**src/rtl/poly_song_sequencer.sv**
```systemverilog
// poly_song_sequencer
// Walks one song of a multi-song ROM and dispatches note/duration pairs to
// NUM_VOICES note players. It supports 1x/2x/4x/8x speed, forward or backward
// play with a live direction flip, loop mode and pause.
//
// Ports
//   clk        system clock
//   reset_n    asynchronous active-low reset
//   play       1 = run, 0 = pause (position and state are held)
//   song       song select; a change while running aborts to IDLE
//   beat       one-cycle beat tick that clocks the wait counter
//   backwards  walk indices downward
//   speed      right shift applied to durations and waits
//   loop       restart the song at its end instead of finishing
//   rom_addr   registered ROM address {song, index}
//   rom_data   synchronous ROM word, valid one cycle after rom_addr
//   note_bus   per-voice note slots, voice v at [v*NOTE_W +: NOTE_W]
//   dur_bus    per-voice scaled durations, voice v at [v*DUR_W +: DUR_W]
//   load_note  one-cycle load strobe per voice
//   song_done  one-cycle pulse when a non-looping song ends
module poly_song_sequencer #(
    parameter int NUM_VOICES = 3,
    parameter int NUM_SONGS  = 4,
    parameter int SONG_LEN   = 32,
    parameter int NOTE_W     = 6,
    parameter int DUR_W      = 6,
    parameter int VSEL_W     = 2,
    localparam int SONG_W    = (NUM_SONGS > 1) ? $clog2(NUM_SONGS) : 1,
    localparam int IDX_W     = $clog2(SONG_LEN),
    localparam int ADDR_W    = SONG_W + IDX_W,
    localparam int WORD_W    = 1 + VSEL_W + NOTE_W + DUR_W
) (
    input  logic                         clk,
    input  logic                         reset_n,
    input  logic                         play,
    input  logic [SONG_W-1:0]            song,
    input  logic                         beat,
    input  logic                         backwards,
    input  logic [1:0]                   speed,
    input  logic                         loop,
    output logic [ADDR_W-1:0]            rom_addr,
    input  logic [WORD_W-1:0]            rom_data,
    output logic [NUM_VOICES*NOTE_W-1:0] note_bus,
    output logic [NUM_VOICES*DUR_W-1:0]  dur_bus,
    output logic [NUM_VOICES-1:0]        load_note,
    output logic                         song_done
);

    typedef enum logic [2:0] {
        ST_IDLE    = 3'd0,
        ST_FETCH   = 3'd1,
        ST_ROMWAIT = 3'd2,
        ST_DECODE  = 3'd3,
        ST_WAIT    = 3'd4,
        ST_DONE    = 3'd5
    } state_t;

    state_t              state_r;
    logic [SONG_W-1:0]   song_l_r;
    logic [IDX_W-1:0]    idx_r;
    logic [DUR_W-1:0]    cnt_r;

    logic                w_is_wait_s;
    logic [VSEL_W-1:0]   w_voice_s;
    logic [NOTE_W-1:0]   w_note_s;
    logic [DUR_W-1:0]    w_dur_s;
    logic [DUR_W-1:0]    scaled_s;
    logic [IDX_W-1:0]    start_idx_s;
    logic [IDX_W-1:0]    adv_idx_s;
    state_t              adv_state_s;
    logic                adv_done_s;

    // Speed scaling: a non-zero duration never collapses to zero.
    function automatic logic [DUR_W-1:0] scale_dur(input logic [DUR_W-1:0] d,
                                                   input logic [1:0]       sp);
        logic [DUR_W-1:0] s;
        s = d >> sp;
        if ((d != DUR_W'(0)) && (s == DUR_W'(0))) begin
            s = DUR_W'(1);
        end else begin
            s = s;
        end
        return s;
    endfunction

    // Split the ROM word into its fields and scale its duration.
    always_comb begin
        w_is_wait_s = rom_data[WORD_W-1];
        w_voice_s   = rom_data[NOTE_W+DUR_W +: VSEL_W];
        w_note_s    = rom_data[DUR_W +: NOTE_W];
        w_dur_s     = rom_data[DUR_W-1:0];
        scaled_s    = scale_dur(w_dur_s, speed);
    end

    // Next position after the current word; direction is sampled live so a
    // flip reverses from wherever the walk currently is.
    always_comb begin
        adv_idx_s   = idx_r;
        adv_state_s = ST_FETCH;
        adv_done_s  = 1'b0;
        start_idx_s = backwards ? IDX_W'(SONG_LEN - 1) : IDX_W'(0);
        if (backwards ? (idx_r == IDX_W'(0)) : (idx_r == IDX_W'(SONG_LEN - 1))) begin
            if (loop) begin
                adv_idx_s   = start_idx_s;
                adv_state_s = ST_FETCH;
                adv_done_s  = 1'b0;
            end else begin
                adv_idx_s   = idx_r;
                adv_state_s = ST_DONE;
                adv_done_s  = 1'b1;
            end
        end else begin
            adv_idx_s   = backwards ? (idx_r - IDX_W'(1)) : (idx_r + IDX_W'(1));
            adv_state_s = ST_FETCH;
            adv_done_s  = 1'b0;
        end
    end

    // Sequencer FSM with registered ROM address, voice slots and strobes.
    always_ff @(posedge clk or negedge reset_n) begin
        if (!reset_n) begin
            state_r   <= ST_IDLE;
            song_l_r  <= '0;
            idx_r     <= '0;
            cnt_r     <= '0;
            rom_addr  <= '0;
            note_bus  <= '0;
            dur_bus   <= '0;
            load_note <= '0;
            song_done <= 1'b0;
        end else begin
            load_note <= '0;
            song_done <= 1'b0;
            // A song change abandons the current run silently.
            if ((state_r != ST_IDLE) && (song != song_l_r)) begin
                state_r <= ST_IDLE;
            end else begin
                case (state_r)
                    ST_IDLE: begin
                        if (play) begin
                            song_l_r <= song;
                            idx_r    <= start_idx_s;
                            state_r  <= ST_FETCH;
                        end
                    end
                    ST_FETCH: begin
                        // Pause holds here, between words.
                        if (play) begin
                            rom_addr <= {song_l_r, idx_r};
                            state_r  <= ST_ROMWAIT;
                        end
                    end
                    ST_ROMWAIT: begin
                        state_r <= ST_DECODE;
                    end
                    ST_DECODE: begin
                        if (w_is_wait_s && (scaled_s != DUR_W'(0))) begin
                            cnt_r   <= scaled_s;
                            state_r <= ST_WAIT;
                        end else begin
                            if (!w_is_wait_s) begin
                                // Out-of-range voice numbers match no slot.
                                for (int v = 0; v < NUM_VOICES; v++) begin
                                    if (w_voice_s == VSEL_W'(v)) begin
                                        load_note[v]                  <= 1'b1;
                                        note_bus[v*NOTE_W +: NOTE_W]  <= w_note_s;
                                        dur_bus[v*DUR_W +: DUR_W]     <= scaled_s;
                                    end
                                end
                            end
                            cnt_r     <= '0;
                            idx_r     <= adv_idx_s;
                            state_r   <= adv_state_s;
                            song_done <= adv_done_s;
                        end
                    end
                    ST_WAIT: begin
                        if (beat && play) begin
                            if (cnt_r <= DUR_W'(1)) begin
                                cnt_r     <= '0;
                                idx_r     <= adv_idx_s;
                                state_r   <= adv_state_s;
                                song_done <= adv_done_s;
                            end else begin
                                cnt_r <= cnt_r - DUR_W'(1);
                            end
                        end
                    end
                    ST_DONE: begin
                        state_r <= ST_IDLE;
                    end
                    default: begin
                        state_r <= ST_IDLE;
                    end
                endcase
            end
        end
    end

endmodule

```
**config.mk**
```make
export PLATFORM = sky130hd
export DESIGN_NAME = poly_song_sequencer
export DESIGN_NICKNAME = d
export VERILOG_FILES = /design/src/rtl/poly_song_sequencer.sv
export SDC_FILE = /design/constraint.sdc
export NUM_CORES = 1
export LEC_CHECK = 0
export BUFFER_PORTS_ARGS = -buffer_cell sky130_fd_sc_hd__buf_2
export CAP_MARGIN = 20
export CORE_MARGIN = 2
export CORE_UTILIZATION = 49
export CTS_CLUSTER_SIZE = 25
export DETAILED_ROUTE_END_ITERATION = 16
export PLACE_DENSITY = 0.76
export SYNTH_ARGS = -nofsm -noshare
export SYNTH_HDL_FRONTEND = slang
export SYNTH_SLANG_ARGS = --single-unit
```
**constraint.sdc**
```tcl
create_clock -name clk -period 2.35 [get_ports clk]
set_clock_uncertainty 0.15 [all_clocks]
set_input_delay 0.1175 -clock clk [delete_from_list [all_inputs] [get_ports clk]]
set_output_delay 0.1175 -clock clk [all_outputs]
set_load 0.05 [all_outputs]
```
==> reports/summary.txt <==
cell internal pwr -> 2.47 mW
endpoint class of the critical path -> flip-flop
Net Sw Frac -> 39.3%
Crit Path Class -> flip-flop to flip-flop
synth top area cells -> dfrtp_1 50%, mux2_2 16%, o21ai_0 2.4%, ha_1 2.0%, mux2i_1 1.9%
Flop pwr share -> 36.2%
H-Tree Depth -> 3
clock buffer depth -> 2
clock-pin slew of the registers on the worst-case setup and hold paths -> 0.07 ns
simple-gate share of the synthesized area -> 12.7%
Hold Path Class -> input pin to flip-flop
post-synthesis xor/xnor area fraction -> 1.12%
worst slew pin tran -> 0.776 ns
first-pass GRT wire length -> 12.1 mm
DP HPWL -> 4.96 mm
DRC -> 0
Relative slew margins -> 48.3%
CP endpoint -> idx_r[1]
Clk pwr share -> 22.4%
flop2flop setup slack -> 0.04 ns
Root Buffer -> clkbuf_8
status -> completed
routed length per instance -> 16.0 µm
post-synthesis mux area share -> 18.1%
worst r2r path cells -> 5
n_diodes -> 0
Max Fclk -> 432 MHz
Post-synth EDFFs -> 0
Synth Register Bits -> 63
worst skew pair latency -> 0.34 ns
clock sink count -> 63
Finished Layout Cells -> 446
leading area contributor after synthesis -> dfrtp_1
fin. max-slew vios -> 0
Leak Pwr -> 2.04 nW
max_cap viols -> 0
CP Launch Point -> cnt_r[3]
die extent in y -> 84.0 µm
Synth Instances -> 268
fin crit share -> 98.4%
top post-synthesis cells by count -> 63 x dfrtp_1, 45 x mux2_2, 16 x nand2_1
GP Congestion -> 0.842
Peak supply drop -> 0.896 mV
Synth Area in Compound Gates -> 12.3%
Synth Area per Inst -> 11.7 µm²
Final Hold Fails -> 0
Starting Density -> 50.0%
worst hold slack -> 0.0704 ns
worst path required time -> 2.43 ns
Final Setup Violations -> 0
largest net degree at the start of global routing -> 64
Post-synth ARST share -> 100%
GRT Total Usage -> 21.4%
sequential area share after synthesis -> 50.2%
RR Endpoint -> idx_r[1]
most frequent cell after synthesis -> dfrtp_1
final net count -> 397
post-route ant nets -> 0
global route total overflow -> 0
vias in the first global route -> 2,519
setup TNS -> 0 ns
largest family of logic cells by synthesized area -> multiplexers
I/O pin count -> 72
setup slack at placement -> 0.0799 ns
Num CTS Buffers -> 9
post-synth top area share -> 50.2%
CP Launch Type -> flip-flop
initial DRC count -> 128
CP arrival -> 2.39 ns
initial antenna violation count -> 0
post-layout util -> 63.3%
core area -> 6280 µm²
Via density -> 5.64
post-route cell area -> 3970 µm²
cell area after synthesis -> 3140 µm²
Distinct cells, synth -> 57
die area -> 7060 µm²
YS warnings -> 0
P_sw -> 1.60 mW
post-synthesis net count -> 299
row count -> 29
Tot Pwr -> 4.07 mW
DRT Pass-1 Iters -> 4
Die W -> 84.0 µm
DP Area -> 3660 µm²
min setup slack post-route -> 0.0376 ns
placed insts -> 421
P&R area growth vs syn -> 26.6%
Tmin final -> 2.31 ns
R2R Path Start -> cnt_r[3]
pwr dens -> 1030 nW/µm²
final wirelength -> 7.14 mm
CTS tree -> built
crit-path max FO -> 4
layout cells sized above 1 -> 42.3%
# port buffers -> 71
vias -> 2,515
Comb power frac -> 41.3%
Top FF cell, synth -> dfrtp_1
Post-Synth Adder-Cell Area -> 2.63%
-- final cells by class --
type / instances / area (µm²)
Fill cell: 484 / 2300
Sequential cell: 63 / 1580
Multi-Input combinational cell: 185 / 1490
Timing Repair Buffer: 97 / 588
Clock buffer: 11 / 141
Tap cell: 77 / 96.3
Clock inverter: 3 / 45.0
Inverter: 10 / 37.5
-- registers in the layout, summed over array words and instances, names as in the netlist --
name	flops
dur_bus	18
note_bus	18
rom_addr	7
cnt_r	6
idx_r	5
load_note	3
state_r	3
song_l_r	2
song_done	1
-- layer usage --
layer	part of all wire, %	global-route usage (%)
met1	43	27.8
met2	48	34.1
met3	6.9	6.03
met4	1.9	7.77
met5	0	0
-- cells by family after synthesis --
| family | after synthesis |
|---|---|
| AO/OA/AOI/OAI | 56 |
| XOR/XNOR | 4 |
| adder cells (fa/ha/maj) | 6 |
| buffers and inverters | 20 |
| flip-flops | 63 |
| multiplexers | 51 |
| AND/OR/NAND/NOR | 68 |
-- timing repair --
item                                    in CTS  in global routing
hold endpoints to repair                    84                  0
buffers inserted                             0                  1
endpoints found under the setup margin       0                 15
gates resized for setup                      0                  4
hold buffers                                10                  0
-- worst max-delay path, cell delays in order, from the launching register on --
cell,delay (ns)
dfrtp_1,0.41
or3_4,0.42
or3_4,0.40
o31ai_2,0.31
nand3_2,0.19
mux2_2,0.31
-- worst min path at each step --
stage          startpoint          end  slack, ns  depth (start not counted)
2_1_floorplan     reset_n     cnt_r[0]      -0.33                          0
3_3_place_gp      reset_n  rom_addr[0]       0.17                          2
3_5_place_dp      reset_n  rom_addr[1]       0.19                          2
4_1_cts              loop    song_done       0.04                          4
5_1_grt              loop    song_done       0.09                          4
6_report             loop    song_done       0.07                          4
-- power groups by stage --
stage	clock [mW]	combinational, mW	sequential (mW)
after floorplan	0	0.879	1.81
after global placement	0	1.58	1.48
after detailed placement	0	1.62	1.49
after CTS	0.928	1.65	1.48
after global routing	0.978	1.82	1.51
final	0.914	1.68	1.48
-- layout by cell type (no fill, tap or decap), types with 6 or more instances in the layout --
master         instances
buf_4                 15
clkbuf_8              10
nand2_1               16
inv_1                 10
dlygate4sd3_1         10
mux2_2                45
dfrtp_1               63
nor2_1                 8
mux2i_1                6
o21ai_0               15
buf_2                 71
Note: power is estimated with default switching activity, not from simulation.
